File: src/rtl/neural_pkg.sv
// Shared definitions for the event fifo reader: state encoding, field widths
// and helpers to split an event entry into its {data, lt} fields.
package neural_pkg;

  localparam int EVT_DATA_W  = 16;
  localparam int EVT_LT_W    = 16;
  localparam int EVT_ENTRY_W = EVT_DATA_W + EVT_LT_W;

  // Field positions inside an entry: data sits above the delay field.
  localparam int EVT_LT_LSB   = 0;
  localparam int EVT_DATA_LSB = EVT_LT_W;

  typedef enum logic [1:0] {
    ST_IDLE    = 2'd0,
    ST_WAIT    = 2'd1,
    ST_PRESENT = 2'd2
  } reader_state_t;

  function automatic logic [EVT_DATA_W-1:0] evt_data(input logic [EVT_ENTRY_W-1:0] entry);
    return entry[EVT_ENTRY_W-1:EVT_DATA_LSB];
  endfunction

  function automatic logic [EVT_LT_W-1:0] evt_lt(input logic [EVT_ENTRY_W-1:0] entry);
    return entry[EVT_LT_W-1:EVT_LT_LSB];
  endfunction

endpackage

File: src/rtl/fifo_event_reader_if.sv
// Bundle of the reader's fifo-side and downstream handshake signals.
// master: the reader itself; slave: the environment (fifo + consumer).
interface fifo_event_reader_if
  import neural_pkg::*;
#(
  parameter int ENTRY_WIDTH = EVT_ENTRY_W,
  parameter int DATA_WIDTH  = EVT_DATA_W
);
  logic                   fifo_empty;
  logic [ENTRY_WIDTH-1:0] fifo_data;
  logic                   fifo_dequeue;
  logic                   out_valid;
  logic                   out_ready;
  logic [DATA_WIDTH-1:0]  out_data;

  modport master (
    input  fifo_empty, fifo_data, out_ready,
    output fifo_dequeue, out_valid, out_data
  );

  modport slave (
    output fifo_empty, fifo_data, out_ready,
    input  fifo_dequeue, out_valid, out_data
  );
endinterface

File: src/rtl/lt_countdown.sv
// Load/decrement delay counter. Load wins over decrement; the count holds at
// zero rather than wrapping.
module lt_countdown #(
  parameter int WIDTH = 16
) (
  input  logic             clk,
  input  logic             reset,
  input  logic             load,
  input  logic [WIDTH-1:0] load_val,
  input  logic             dec,
  output logic [WIDTH-1:0] count,
  output logic             is_one
);

  logic [WIDTH-1:0] r_count;

  // counter register: reset, load, or saturating decrement
  always_ff @(posedge clk) begin
    if (reset) begin
      r_count <= '0;
    end else if (load) begin
      r_count <= load_val;
    end else if (dec && (r_count != '0)) begin
      r_count <= r_count - 1'b1;
    end
  end

  assign count  = r_count;
  assign is_one = (r_count == WIDTH'(1));

endmodule

File: src/rtl/fifo_event_reader.sv
// Event fifo reader: pops {data, lt} entries, waits lt cycles, then offers data
// downstream on a valid/ready handshake. Accepting an event while the fifo has
// another entry pops it at the same edge, so lt=0 traffic streams at 1/cycle.
// Optional feature macro: FIFO_EVENT_COUNT_EN adds the event_count port, a
// saturating count of accepted handshakes.
module fifo_event_reader
  import neural_pkg::*;
#(
  parameter int ENTRY_WIDTH = EVT_ENTRY_W,
  parameter int DATA_WIDTH  = EVT_DATA_W,
  parameter int LT_WIDTH    = EVT_LT_W
) (
  input  logic                clk,
  input  logic                reset,
  fifo_event_reader_if.master bus,
  output logic                busy
`ifdef FIFO_EVENT_COUNT_EN
  ,
  output logic [15:0]         event_count
`endif
);

  reader_state_t         r_state;
  reader_state_t         w_state_next;
  logic [DATA_WIDTH-1:0] r_data;

  logic [DATA_WIDTH-1:0] w_in_data;
  logic [LT_WIDTH-1:0]   w_in_lt;
  logic                  w_lt_zero;
  logic                  w_accept;
  logic                  w_pop;
  logic                  w_load;
  logic                  w_dec;
  logic [LT_WIDTH-1:0]   w_count;
  logic                  w_is_one;

  // Head entry fields; only meaningful at a pop edge.
  assign w_in_data = bus.fifo_data[ENTRY_WIDTH-1:LT_WIDTH];
  assign w_in_lt   = bus.fifo_data[LT_WIDTH-1:0];
  assign w_lt_zero = (w_in_lt == '0);

  // Pop whenever the reader is free or the presented event is leaving now.
  assign w_accept = (r_state == ST_PRESENT) && bus.out_ready;
  assign w_pop    = !reset && !bus.fifo_empty && ((r_state == ST_IDLE) || w_accept);

  lt_countdown #(
    .WIDTH (LT_WIDTH)
  ) u_countdown (
    .clk      (clk),
    .reset    (reset),
    .load     (w_load),
    .load_val (w_in_lt),
    .dec      (w_dec),
    .count    (w_count),
    .is_one   (w_is_one)
  );

  // state register
  always_ff @(posedge clk) begin
    if (reset) begin
      r_state <= ST_IDLE;
    end else begin
      r_state <= w_state_next;
    end
  end

  // next-state logic
  always_comb begin
    w_state_next = r_state;
    case (r_state)
      ST_IDLE: begin
        if (w_pop) begin
          w_state_next = w_lt_zero ? ST_PRESENT : ST_WAIT;
        end
      end
      ST_WAIT: begin
        // Zero count cannot occur in WAIT; treat it as expired rather than hang.
        if (w_is_one || (w_count == '0)) begin
          w_state_next = ST_PRESENT;
        end
      end
      ST_PRESENT: begin
        if (w_accept) begin
          if (w_pop) begin
            w_state_next = w_lt_zero ? ST_PRESENT : ST_WAIT;
          end else begin
            w_state_next = ST_IDLE;
          end
        end
      end
      default: w_state_next = ST_IDLE;
    endcase
  end

  // outputs decoded from state and the pop decision
  always_comb begin
    bus.out_valid    = (r_state == ST_PRESENT);
    bus.fifo_dequeue = w_pop;
    busy             = (r_state != ST_IDLE);
    w_load           = w_pop;
    w_dec            = (r_state == ST_WAIT);
  end

  // payload register, captured at every pop
  always_ff @(posedge clk) begin
    if (reset) begin
      r_data <= '0;
    end else if (w_pop) begin
      r_data <= w_in_data;
    end
  end

  assign bus.out_data = r_data;

`ifdef FIFO_EVENT_COUNT_EN
  logic [15:0] r_event_count;

  // count accepted handshakes, holding at all-ones
  always_ff @(posedge clk) begin
    if (reset) begin
      r_event_count <= '0;
    end else if (w_accept && (r_event_count != 16'hFFFF)) begin
      r_event_count <= r_event_count + 16'd1;
    end
  end

  assign event_count = r_event_count;
`endif

endmodule

File: src/flat_wrapper.sv
// flat-port wrapper written by rule: the top's interface ports become plain ports
module fifo_event_reader_flat import neural_pkg::*;
#(
  parameter int ENTRY_WIDTH = EVT_ENTRY_W,
  parameter int DATA_WIDTH  = EVT_DATA_W,
  parameter int LT_WIDTH    = EVT_LT_W
)
  (clk, reset, busy, bus_fifo_empty, bus_fifo_data, bus_out_ready, bus_fifo_dequeue, bus_out_valid, bus_out_data);
  fifo_event_reader_if #(.ENTRY_WIDTH(ENTRY_WIDTH), .DATA_WIDTH(DATA_WIDTH)) bus_i ();
  input  logic clk;
  input  logic reset;
  output logic busy;
  input wire logic [$bits(bus_i.fifo_empty)-1:0] bus_fifo_empty;
  input wire logic [$bits(bus_i.fifo_data)-1:0] bus_fifo_data;
  input wire logic [$bits(bus_i.out_ready)-1:0] bus_out_ready;
  output wire logic [$bits(bus_i.fifo_dequeue)-1:0] bus_fifo_dequeue;
  output wire logic [$bits(bus_i.out_valid)-1:0] bus_out_valid;
  output wire logic [$bits(bus_i.out_data)-1:0] bus_out_data;
  assign bus_i.fifo_empty = bus_fifo_empty;
  assign bus_i.fifo_data = bus_fifo_data;
  assign bus_i.out_ready = bus_out_ready;
  assign bus_fifo_dequeue = bus_i.fifo_dequeue;
  assign bus_out_valid = bus_i.out_valid;
  assign bus_out_data = bus_i.out_data;
  fifo_event_reader #(.ENTRY_WIDTH(ENTRY_WIDTH), .DATA_WIDTH(DATA_WIDTH), .LT_WIDTH(LT_WIDTH)) u_core (.clk(clk), .reset(reset), .bus(bus_i), .busy(busy));
endmodule
File: config.mk
export PLATFORM = sky130hd
export DESIGN_NAME = fifo_event_reader_flat
export DESIGN_NICKNAME = d
export VERILOG_FILES = /design/src/rtl/neural_pkg.sv /design/src/rtl/fifo_event_reader_if.sv /design/src/rtl/lt_countdown.sv /design/src/rtl/fifo_event_reader.sv /design/src/flat_wrapper.sv
export SDC_FILE = /design/constraint.sdc
export NUM_CORES = 1
export LEC_CHECK = 0
export CAP_MARGIN = 15
export CORE_ASPECT_RATIO = 1.5
export CORE_MARGIN = 2
export CORE_UTILIZATION = 42
export DETAILED_ROUTE_END_ITERATION = 8
export PLACE_DENSITY = 0.8
export SYNTH_ARGS = -nofsm -noshare
export SYNTH_HDL_FRONTEND = slang
export SYNTH_SLANG_ARGS = --single-unit
File: constraint.sdc
create_clock -name clk -period 2.7 [get_ports clk]
set_clock_uncertainty 0.15 [all_clocks]
set_input_delay 0.54 -clock clk [delete_from_list [all_inputs] [get_ports clk]]
set_output_delay 0.54 -clock clk [all_outputs]
set_load 0.005 [all_outputs]
==> flow_summary.toml <==
[clocking]
cts.root.buffer_cell = "clkbuf_8"
numCtsBuffers = 5
cts_resized = 0
ctsHoldBuffers = 0
clock-sinks = 34
path_clk_slew_ns = 0.07
clk_latency_ns = 0.29
cts_max_level = 2
postCtsSetupRepairBufs = 0
cts_tree = "done"
cts.path.max_buffers = 2

[grt]
antenna_found_initial = 0
grt.overflow.total = 0
grt_max_degree = 33
grt_pass1_vias = 1853
grt_first_pass_wirelength_mm = 8.25
track_usage = 0.219

[routing]
vias = 1923
drt-pass1-iter-count = 4
wl_per_cell_um = 14.9
drc = 0
first_iter_violations = 67
wl_mm = 4.87
via_per_inst = 5.88
final_antenna_net_count = 0

[power]
powerDensity_nw_per_um2 = 673
peakVddDrop_mv = 0.484
p_leak_uw = 0.000896
design_power_total_uw = 1650

[setup_path]
rrSetupSlack_ns = 0.35
worstPathRequired_ns = 2.01
worstPathCellList = "clkdlybuf4s50_1, nand2b_1, nand3_1, inv_1, clkdlybuf4s50_1"
cpMaxStageDelayCell = "clkdlybuf4s50_1"
crit_arrival_ns = 1.91
critPathKind = "in -> out"
crit_family = "buffers and inverters"
end_kind = "output pin"
path_buf_inv = 3
startpoint_type = "input pin"
crit_path_frequent_cell = "clkdlybuf4s50_1"
worstPathMaxFanout = 2
crit_path_max_incr_delay_ns = 0.52

[synth]
synthCells = 224
synth.area.top_cells = "dfxtp_1, nand2_1, a21oi_1, nor4_1, nor2_1"
yosysTopAreaCell = "dfxtp_1"
synth_edf_count = 0
synth_fp_nets = 262
synthArstFlopShare = 0
netlist_area_um2 = 1750
synthFlopType = "dfxtp_1"
netlist.area_leader.share = 0.389
yosys_warnings = 0
ys_seq_elements = 34
avgSynthCellArea_um2 = 7.81
seq_area_frac_synth = 0.389
post_synth_num_cell_types = 43

[cells_and_area]
drive_gt1_frac = 0.0922
area_delta_synth_final_pct = 39.9
fin_nets = 320
n_antenna_cell = 0

[die]
io_pins = 55
dieWidth_um = 56.7
die_area_um2 = 4710
rows = 28
die_h_um = 83.0
coreArea_um2 = 3960
initial_core_util = 0.442

[placement]
dpl.hpwl_mm = 3.54
io_buffers = 54
gp_congestion = 0.894

[sta]
slew_headroom = 0.625
tightest_slew_ns = 0.557
finalCritPeriodShare = 0.964
min_period_ns = 2.60
tns_ns = 0
max_freq_mhz = 384
hold_viol_final = 0
rsz0062_at_grt = "false"
setup_viol_count_final = 0
drv_slew = 0
hold-worst-slack_ns = 0.307

[status]
outcome = "complete, no violations"

[hold_path]
hold_path.class = "reg -> reg"

[run]
cap_violations = 0
-- path summary, 6_finish.rpt --
path	from	to	cells past startpoint
hold / removal	u_core.bus.out_data[1]$_SDFFE_PP0P_	u_core.bus.out_data[1]$_SDFFE_PP0P_	2
setup / recovery	bus_out_ready	bus_fifo_dequeue	5
setup reg to reg	u_core.u_countdown.count[4]$_SDFFE_PP0P_	u_core.u_countdown.count[15]$_SDFFE_PP0P_	4
hold reg to reg	u_core.bus.out_data[1]$_SDFFE_PP0P_	u_core.bus.out_data[1]$_SDFFE_PP0P_	2
-- cells in the mapped netlist, drive strengths merged (3+ instances only) --
library cell   n
nor2b          3
dfxtp         34
or3            3
a31oi          4
nand2b         3
nor3          10
nand2         40
buf            5
nor4          12
a21oi         23
o21ai          7
nand3          3
inv            7
clkbuf         9
or4            6
nor2          14
a32oi          3
nand4          3
mux2i          3
a211oi         4
-- layer usage --
metal  up-vias  wire length (µm)  global-route usage
li1        947                 -                   -
met1       896              1990               0.269
met2        69              2450               0.362
met3        11               310              0.0514
met4         0               120              0.0866
met5         -                 0                   0
-- area by class of cell --
class                           count  area [µm²]
Clock inverter                      2        15.0
Clock buffer                        5        68.8
Inverter                            7        26.3
Multi-Input combinational cell    169         977
Tap cell                           45        56.3
Sequential cell                    34         681
Fill cell                         353        1510
Timing Repair Buffer               65         623
-- registers in the layout (all words and copies together), names as in the netlist --
signal                    cells
u_core.r_state                2
u_core.bus.out_data          16
u_core.u_countdown.count     16
-- cells by family after synthesis --
group | synth area share
AND/OR/NAND/NOR | 0.303
AO/OA/AOI/OAI | 0.219
flip-flops | 0.389
buffers and inverters | 0.0522
multiplexers | 0.0172
adder cells (fa/ha/maj) | 0.0143
XOR/XNOR | 0.00501
-- per-stage QoR --
stage | worst slack [ns] | cells | instance area, µm² | util
after floorplan | 0.440 | 224 | 1750 | -
after CTS | 0.0757 | 327 | 2450 | 0.618
after global placement | 0.0845 | 320 | 2360 | 0.597
after detailed placement | 0.0844 | 320 | 2360 | 0.597
final | 0.0979 | 327 | 2450 | 0.618
after global routing | 0.0309 | 327 | 2450 | 0.618
-- power by group --
| group | leakage, µW | internal [µW] | total, µW | switching (µW) |
|---|---|---|---|---|
| sequential | 0.000278 | 568 | 651 | 83.0 |
| clock | 0.0000362 | 176 | 363 | 188 |
| combinational | 0.000581 | 309 | 632 | 323 |
| total | 0.000896 | 1050 | 1650 | 594 |
-- cells in the final DEF (no fill, tap or decap), drive strengths merged, types with 3 or more instances in the layout --
cell | Yosys | layout
or4 | 6 | 6
inv | 7 | 7
a31oi | 4 | 4
nand4 | 3 | 3
clkbuf | 9 | 5
dfxtp | 34 | 34
clkdlybuf4s50 | 0 | 54
nor4 | 12 | 12
nand2 | 40 | 40
nor3 | 10 | 10
nor2b | 3 | 3
a32oi | 3 | 3
nor2 | 14 | 14
nand2b | 3 | 3
a21oi | 23 | 23
buf | 5 | 11
mux2i | 3 | 3
nand3 | 3 | 3
o21ai | 7 | 7
a211oi | 4 | 4
or3 | 3 | 3
-- tightest hold or removal path, stage by stage, from the launching register on --
cell and delay, ns:
dfxtp_1 0.31, nand2_1 0.05, a21oi_1 0.05
Note: power is estimated with default switching activity, not from simulation.
